**src/rtl/uart_tx_fifo.sv**
```systemverilog
// rtl/uart_tx_fifo.sv - UART 8N1 transmitter fed by a small ready/valid byte FIFO
// Defining UART_TX_PARITY_EN inserts an even-parity bit between the data bits and the stop bit.
module uart_tx_fifo #(
    parameter int CLKS_PER_BIT = 217,
    parameter int FIFO_DEPTH   = 4
) (
    input  logic                             clk_i,
    input  logic                             rst_ni,
    input  logic [7:0]                       data_i,
    input  logic                             valid_i,
    output logic                             ready_o,
    output logic                             tx_o,
    output logic                             busy_o,
    output logic [$clog2(FIFO_DEPTH+1)-1:0] count_o
);
    localparam int AW = $clog2(FIFO_DEPTH);
    localparam int CW = $clog2(FIFO_DEPTH + 1);
    localparam int BW = $clog2(CLKS_PER_BIT);
    localparam logic [BW-1:0] BAUD_LAST  = BW'(CLKS_PER_BIT - 1);
    localparam logic [CW-1:0] COUNT_FULL = CW'(FIFO_DEPTH);

`ifdef UART_TX_PARITY_EN
    typedef enum logic [2:0] {IDLE, START, DATA, PARITY, STOP} state_t;
    logic parity_bit;
`else
    typedef enum logic [1:0] {IDLE, START, DATA, STOP} state_t;
`endif

    state_t        state;
    logic [7:0]    fifo_mem [FIFO_DEPTH];
    logic [AW-1:0] wr_ptr;
    logic [AW-1:0] rd_ptr;
    logic [BW-1:0] baud_cnt;
    logic [2:0]    bit_idx;
    logic [7:0]    shift_reg;
    logic          baud_last;
    logic          fifo_empty;
    logic          push;
    logic          pop;

    assign ready_o    = (count_o != COUNT_FULL);
    assign fifo_empty = (count_o == '0);
    assign baud_last  = (baud_cnt == BAUD_LAST);
    assign push       = valid_i & ready_o;
    // Popping on the last STOP cycle chains frames with no idle gap.
    assign pop        = !fifo_empty && ((state == IDLE) || ((state == STOP) && baud_last));
    // The pop edge moves state out of IDLE while count drops, so busy never dips between frames.
    assign busy_o     = (state != IDLE) || !fifo_empty;

    always_ff @(posedge clk_i) begin
        if (push) begin
            fifo_mem[wr_ptr] <= data_i;
        end
    end

    always_ff @(posedge clk_i) begin
        if (!rst_ni) begin
            state     <= IDLE;
            tx_o      <= 1'b1;
            wr_ptr    <= '0;
            rd_ptr    <= '0;
            count_o   <= '0;
            baud_cnt  <= '0;
            bit_idx   <= '0;
            shift_reg <= '0;
`ifdef UART_TX_PARITY_EN
            parity_bit <= 1'b0;
`endif
        end else begin
            if (push) begin
                wr_ptr <= wr_ptr + 1'b1;
            end
            if (pop) begin
                rd_ptr <= rd_ptr + 1'b1;
            end
            if (push && !pop) begin
                count_o <= count_o + 1'b1;
            end else if (pop && !push) begin
                count_o <= count_o - 1'b1;
            end

            if (pop) begin
                state     <= START;
                tx_o      <= 1'b0;
                baud_cnt  <= '0;
                bit_idx   <= '0;
                shift_reg <= fifo_mem[rd_ptr];
`ifdef UART_TX_PARITY_EN
                parity_bit <= ^fifo_mem[rd_ptr];
`endif
            end else begin
                case (state)
                    IDLE: begin
                        tx_o     <= 1'b1;
                        baud_cnt <= '0;
                    end
                    START: begin
                        if (baud_last) begin
                            state    <= DATA;
                            tx_o     <= shift_reg[0];
                            baud_cnt <= '0;
                        end else begin
                            baud_cnt <= baud_cnt + 1'b1;
                        end
                    end
                    DATA: begin
                        if (baud_last) begin
                            baud_cnt <= '0;
                            if (bit_idx == 3'd7) begin
`ifdef UART_TX_PARITY_EN
                                state <= PARITY;
                                tx_o  <= parity_bit;
`else
                                state <= STOP;
                                tx_o  <= 1'b1;
`endif
                            end else begin
                                bit_idx   <= bit_idx + 3'd1;
                                tx_o      <= shift_reg[1];
                                shift_reg <= {1'b0, shift_reg[7:1]};
                            end
                        end else begin
                            baud_cnt <= baud_cnt + 1'b1;
                        end
                    end
`ifdef UART_TX_PARITY_EN
                    PARITY: begin
                        if (baud_last) begin
                            state    <= STOP;
                            tx_o     <= 1'b1;
                            baud_cnt <= '0;
                        end else begin
                            baud_cnt <= baud_cnt + 1'b1;
                        end
                    end
`endif
                    STOP: begin
                        if (baud_last) begin
                            state    <= IDLE;
                            tx_o     <= 1'b1;
                            baud_cnt <= '0;
                        end else begin
                            baud_cnt <= baud_cnt + 1'b1;
                        end
                    end
                    default: begin
                        state <= IDLE;
                        tx_o  <= 1'b1;
                    end
                endcase
            end
        end
    end
endmodule

```
**config.mk**
```make
export PLATFORM = sky130hd
export DESIGN_NAME = uart_tx_fifo
export DESIGN_NICKNAME = d
export VERILOG_FILES = /design/src/rtl/uart_tx_fifo.sv
export SDC_FILE = /design/constraint.sdc
export NUM_CORES = 1
export LEC_CHECK = 0
export CORE_ASPECT_RATIO = 0.5
export CORE_MARGIN = 2
export CORE_UTILIZATION = 40
export DETAILED_ROUTE_END_ITERATION = 8
export PLACE_DENSITY = 0.62
export SETUP_SLACK_MARGIN = 0.3
export SLEW_MARGIN = 5
export SYNTH_ARGS = -nofsm -noshare
export SYNTH_HDL_FRONTEND = slang
export SYNTH_SLANG_ARGS = --single-unit
```
**constraint.sdc**
```tcl
create_clock -name clk_i -period 3 [get_ports clk_i]
set_input_delay 0.6 -clock clk_i [delete_from_list [all_inputs] [get_ports clk_i]]
set_output_delay 0.6 -clock clk_i [all_outputs]
set_load 0.01 [all_outputs]
```
## Word-level counts from Yosys, hierarchy flattened

Memory sizes are Yosys's and may differ from the RTL's. A register that Yosys moved wholly into a read port is not among the register bits.
Cells that the tools add are included.

- Eq/ne operators: 15
- Bitwise logic cells: 3
- $add $sub $neg: 6
- Reduce and logical (&&, ||, !) cells: 24
- Mux-type cells: 24

Operators by type and width:

| cell | number |
|---|---|
| two-way mux 8 bit | 5 |
| one-hot mux 8 bit (2 select lines) | 1 |
| inequality test 3 bit (second input constant) | 5 |
| two-way mux 2 bit | 6 |
| inequality test 2 bit (second input constant) | 5 |
| AND reduction 5 bit | 2 |
| AND reduction 3 bit | 3 |
| adder 8 x 1 -> 8 bit (second input constant) | 1 |
| equality test 8 bit (second input constant) | 1 |
| two-way mux 1 bit | 8 |
| nonzero test 2 bit | 4 |
| adder 3 x 1 -> 3 bit (second input constant) | 2 |
| two-way mux 3 bit | 2 |
| one-hot mux 2 bit (3 select lines) | 1 |
| adder 2 x 1 -> 2 bit (second input constant) | 2 |
| equality test 2 bit (second input constant) | 2 |
| logical AND 1 bit | 4 |
| one-hot mux 1 bit (4 select lines) | 1 |
| nonzero test 4 bit | 1 |
| equality test 3 bit (second input constant) | 1 |
| logical NOT 1 bit | 3 |
| logical NOT 3 bit | 1 |
| nonzero test 3 bit | 1 |
| OR reduction 3 bit | 1 |
| other kinds (7) | 9 |

- Input bits: 11
- Output and inout bits: 6
- Flip-flop bits (word level): 29
- Word-level logic and storage cells: 82
- Memories kept: 1
- RAM bits: 32

Memories:

| memory | depth | bits a word | read ports | clocked after memory_dff | write ports | line | text |
|---|---|---|---|---|---|---|---|
| fifo_mem | 4 | 8 | 1 | 1 | 1 | 30 | `logic [7:0] fifo_mem [FIFO_DEPTH];` |

## Depth between registers and ports, before layout

- Depth after elaboration: 7
- Gate-level depth with buffers: 11
- Gate-level depth less buffers: 10

## Worst setup path after synthesis

OpenSTA, ideal clock, no wires.

- Path kind: reg2reg
- From: register baud_cnt[0]
- To: register count_o[2]
- Data arrival time: 2.389 ns
- Stages on the path, launching flop included: 12
- Library setup time: 0.076 ns
- Buffers on the path: 1
- Period minus slack after synthesis: 2.465 ns
- Setup slack: 0.535 ns
- Data required time: 2.924 ns
- Cells stage by stage: dfxtp_1 > inv_1 > ha_1 > and4_2 > a31oi_4 > buf_4 > ha_1 > inv_1 > fa_1 > xor2_1 > or3_1 > a21boi_0

- Longest elaborated chain between the ends: 7
- Elaborated cells on any way between the ends: 9
- Classes of those cells: 1 x eq/ne; 1 x mux; 7 x reduce/logical

RTL lines:

| what | line | text |
|---|---|---|
| from (decl) | 33 | `logic [BW-1:0] baud_cnt;` |
| from (signal assigned) | 103 | `baud_cnt <= baud_cnt + 1'b1;` |
| from (signal assigned) | 123 | `baud_cnt <= baud_cnt + 1'b1;` |
| from (signal assigned) | 143 | `baud_cnt <= baud_cnt + 1'b1;` |
| equality test 8 bit (*) | 43 | `assign baud_last = (baud_cnt == BAUD_LAST);` |
| logical AND 1 bit (*) | 46 | `assign pop = !fifo_empty && ((state == IDLE) \|\| ((state == STOP) && baud_last));` |
| logical OR 1 bit (*) | 46 |  |
| logical AND 1 bit (*) | 46 |  |
| logical NOT 1 bit | 76 | `if (push && !pop) begin` |
| logical AND 1 bit | 76 |  |
| two-way mux 3 bit / nonzero test 2 bit (equally long branches) | - |  |
| to (signal assigned) | 77 | `count_o <= count_o + 1'b1;` |
| to (signal assigned) | 79 | `count_o <= count_o - 1'b1;` |
| to (decl) | 14 | `output logic [$clog2(FIFO_DEPTH+1)-1:0] count_o` |

Mark *: on every way between the ends. The rest lies on a longest branch, timed or not.
A chain may end at the register's enable or synchronous reset.

## Worst setup path in the final report

Same ends and word-level chain as after synthesis.

==> reports/results.md <==
| Metric | Reported |
|:---|:---|
| Cell taking the most area after synthesis | sky130_fd_sc_hd__edfxtp_1 |
| Capturing point of the worst reg2reg path | count_o[2] |
| Power per cell area | 870 mW/mm² |
| Post-synth cell types | 42 |
| Final count of negative-setup-slack endpoints | 0 |
| Worst hold path type | flop to flop |
| Floorplan die width | 121 µm |
| Global-route total usage across every layer | 0.137 |
| Nature of the critical path startpoint | flop |
| Drt wl/cell | 13.9 µm |
| TritonCTS clock tree | yes |
| Standard-cell rows | 21 |
| Cells after Synth | 204 |
| Share of the yosys chip area belonging to registers | 0.577 |
| Clock Latency Late Sink | 0.32 ns |
| Post-synth design cell area | 0.00274 mm² |
| Max-cap violation count | 0 |
| Initial antenna violation count | 0 |
| Synthesis-to-finish area growth | 20.1% |
| Diode insertion count for antenna repair | 0 |
| P_leak | 1.24 nW |
| Root buffer cell | sky130_fd_sc_hd__clkbuf_16 |
| Chip height | 62.5 µm |
| WS Path Type | flop to flop |
| Commonest cells in the netlist | 32 x sky130_fd_sc_hd__edfxtp_1, 31 x sky130_fd_sc_hd__dfxtp_1, 14 x sky130_fd_sc_hd__ha_1 |
| Global-route wire length before repair | 7680 µm |
| Final sum of negative setup slack | 0 ns |
| Post-cts repair resize count | 0 |
| Final net count | 253 |
| Final critical path time including I/O delays and setup | 2.40 ns |
| Reg-to-Reg Start | baud_cnt[0] |
| GRT overflow | 0 |
| Post-route DRC | 0 |
| Top achievable clock speed | 416 MHz |
| Post-CTS Hold Fix Bufs | 0 |
| TritonCTS buffer count | 9 |
| Run status | completed |
| Flip-flop and latch count after synthesis | 63 |
| Async set or reset register ratio after synthesis | 0 |
| Reg clk slew, reported paths | 0.05 ns |
| Number of nets produced by synthesis | 230 |
| Setup slack of the critical path after layout | 0.599 ns |
| Number of flip-flops in the largest register | 32 |
| Synth warnings | 0 |
| Post-Syn Area per Cell | 13.4 µm² |
| Pre-antenna DRT Iters | 4 |
| Top-area cell type share of the netlist area | 0.351 |
| Number of global-route vias before repair | 1569 |
| Reg2reg setup slack | 0.60 ns |
| Aggregate routed wire length | 4500 µm |
| Worst VDD drop | 442 µV |
| Maximum fanout along the worst path | 5 |
| Post-DP HPWL | 3110 µm |
| Pre-CTS setup slack | 0.400 ns |
| Maximum number of pins on one net before global-route repair | 23 |
| Count of buffers from port buffering | 16 |
| Endpoint required time on the critical path | 3.24 ns |
| Total count of max-transition violations in the final report | 0 |
| Final ANT Viol Nets | 0 |
| Ports placed on the boundary | 17 |
| Data arrival, critical path | 2.64 ns |
| Post-route fraction of the period consumed by the critical path | 0.800 |
| Power consumption | 0.00286 W |
| Unrepaired setup endpoints after global routing | no |
| Num Clock Sinks | 63 |
| Total die area | 0.00757 mm² |
| Maximum buffer depth of the clock tree | 2 |
| Placed cell areas | 0.00300 mm² |
| Via density per instance | 4.86 |
| Routed vias | 1576 |
| Finished Core Util | 0.495 |
| Share of post-route cells with drive strength above 1 | 0.138 |
| Hold Vio Cnt, Final | 0 |
| Worst slew margin relative to its limit | 0.563 |
| Detailed router's first-iteration violation count | 56 |
| Count of buffers added by post-CTS timing repair for setup | 0 |
| H-tree depth | 3 |
| Actual transition at the worst max-transition pin | 0.654 ns |
| Crit path from | baud_cnt[0] |
| Worst setup EP type | flop |
| Number of enable flip-flop cells after synthesis | 32 |
| Most frequent cell after synthesis | sky130_fd_sc_hd__edfxtp_1 |
| R2R depth | 10 |
| Worst setup endpoint | count_o[2] |
| Leading cell types by total area after synthesis | sky130_fd_sc_hd__edfxtp_1 35%, sky130_fd_sc_hd__dfxtp_1 23%, sky130_fd_sc_hd__mux4_2 6.6% |
| Worst-case clock skew | 0.00659 ns |
| Initial core utilization | 0.412 |
| Weighted congestion reported at the end of routability-driven placement | 0.816 |
| Placeable core area | 0.00665 mm² |
| Final std cell area, no fill | 0.00329 mm² |
| Filler cell count | 575 |
| Ys flop type | sky130_fd_sc_hd__edfxtp_1 |
worst min-delay path by stage:
stage                  from            to  cells after the start
4_1_cts        shift_reg[7]  shift_reg[7]                      2
2_1_floorplan   baud_cnt[0]   baud_cnt[0]                      1
3_5_place_dp   shift_reg[7]  shift_reg[7]                      2
5_1_grt        shift_reg[7]  shift_reg[7]                      2
6_report       shift_reg[7]  shift_reg[7]                      2
3_3_place_gp    baud_cnt[0]   baud_cnt[0]                      1
report_power, final:
group	switching, W	internal (W)	total (W)	leakage, nW
sequential	0.000125	0.00106	0.00119	0.547
clock	0.000348	0.000643	0.000991	0.140
combinational	0.000323	0.000364	0.000687	0.550
total	0.000796	0.00207	0.00286	1.24
cell families after synthesis:
logic type / Yosys count / share of synthesized area
simple gates: 47 / 0.0986
fa+ha+maj: 15 / 0.0712
xor+xnor: 11 / 0.0351
mux: 20 / 0.110
compound gates: 32 / 0.0812
buf+inv: 16 / 0.0269
flops: 63 / 0.577
worst max-delay path: stages, from the launching register on:
cell and delay (ns):
sky130_fd_sc_hd__dfxtp_1 0.38, sky130_fd_sc_hd__inv_1 0.06, sky130_fd_sc_hd__ha_1 0.18, sky130_fd_sc_hd__and4_2 0.27, sky130_fd_sc_hd__a31oi_4 0.15, sky130_fd_sc_hd__ha_1 0.20, sky130_fd_sc_hd__inv_1 0.06, sky130_fd_sc_hd__fa_1 0.37
sky130_fd_sc_hd__xor2_1 0.17, sky130_fd_sc_hd__or3_1 0.30, sky130_fd_sc_hd__a21boi_0 0.17
final cells by class:
cell class / instances / area, µm² / area share
clock buffers: 11 / 233 / 0.0707
clock inverters: 5 / 60.1 / 0.0182
inverters: 9 / 33.8 / 0.0103
well taps: 92 / 115 / 0.0350
repair buffers: 19 / 183 / 0.0555
multi-input cells: 125 / 1090 / 0.330
flip-flops and latches: 63 / 1580 / 0.480
placed cells by master, fill, tap and decap left out, types with 2 or more instances in the layout:
master,netlist,final
sky130_fd_sc_hd__mux2i_1,11,11
sky130_fd_sc_hd__nand3b_1,2,2
sky130_fd_sc_hd__nor2b_1,4,4
sky130_fd_sc_hd__nor2_1,12,12
sky130_fd_sc_hd__and2_1,8,8
sky130_fd_sc_hd__nand3_1,5,5
sky130_fd_sc_hd__inv_1,9,9
sky130_fd_sc_hd__clkinv_4,0,2
sky130_fd_sc_hd__mux4_2,8,8
sky130_fd_sc_hd__o21ai_0,9,9
sky130_fd_sc_hd__buf_4,1,3
sky130_fd_sc_hd__clkbuf_16,0,9
sky130_fd_sc_hd__clkdlybuf4s50_1,0,16
sky130_fd_sc_hd__a21oi_1,8,8
sky130_fd_sc_hd__nand2_1,5,5
sky130_fd_sc_hd__o31a_1,4,4
sky130_fd_sc_hd__clkbuf_1,3,2
sky130_fd_sc_hd__edfxtp_1,32,32
sky130_fd_sc_hd__ha_1,14,14
sky130_fd_sc_hd__dfxtp_1,31,31
sky130_fd_sc_hd__xnor2_1,6,6
sky130_fd_sc_hd__or3_1,2,2
sky130_fd_sc_hd__a21boi_0,3,3
sky130_fd_sc_hd__xor2_1,5,5
metrics by stage:
stage | instances | hold WS (ns)
after floorplan | 204 | 0.437
after global placement | 308 | 0.454
final | 324 | 0.464
after CTS | 324 | 0.467
after global routing | 324 | 0.504
after detailed placement | 308 | 0.460
metal layers:
| layer | share of wire | track usage | vias to the layer above |
|---|---|---|---|
| met2 | 0.48 | 0.213 | 19 |
| met5 | 0 | 0 | - |
| met1 | 0.48 | 0.166 | 763 |
| li1 | - | - | 792 |
| met4 | 0.0060 | 0.0523 | 0 |
| met3 | 0.032 | 0.0630 | 2 |
(Power assumes the default switching activity.)
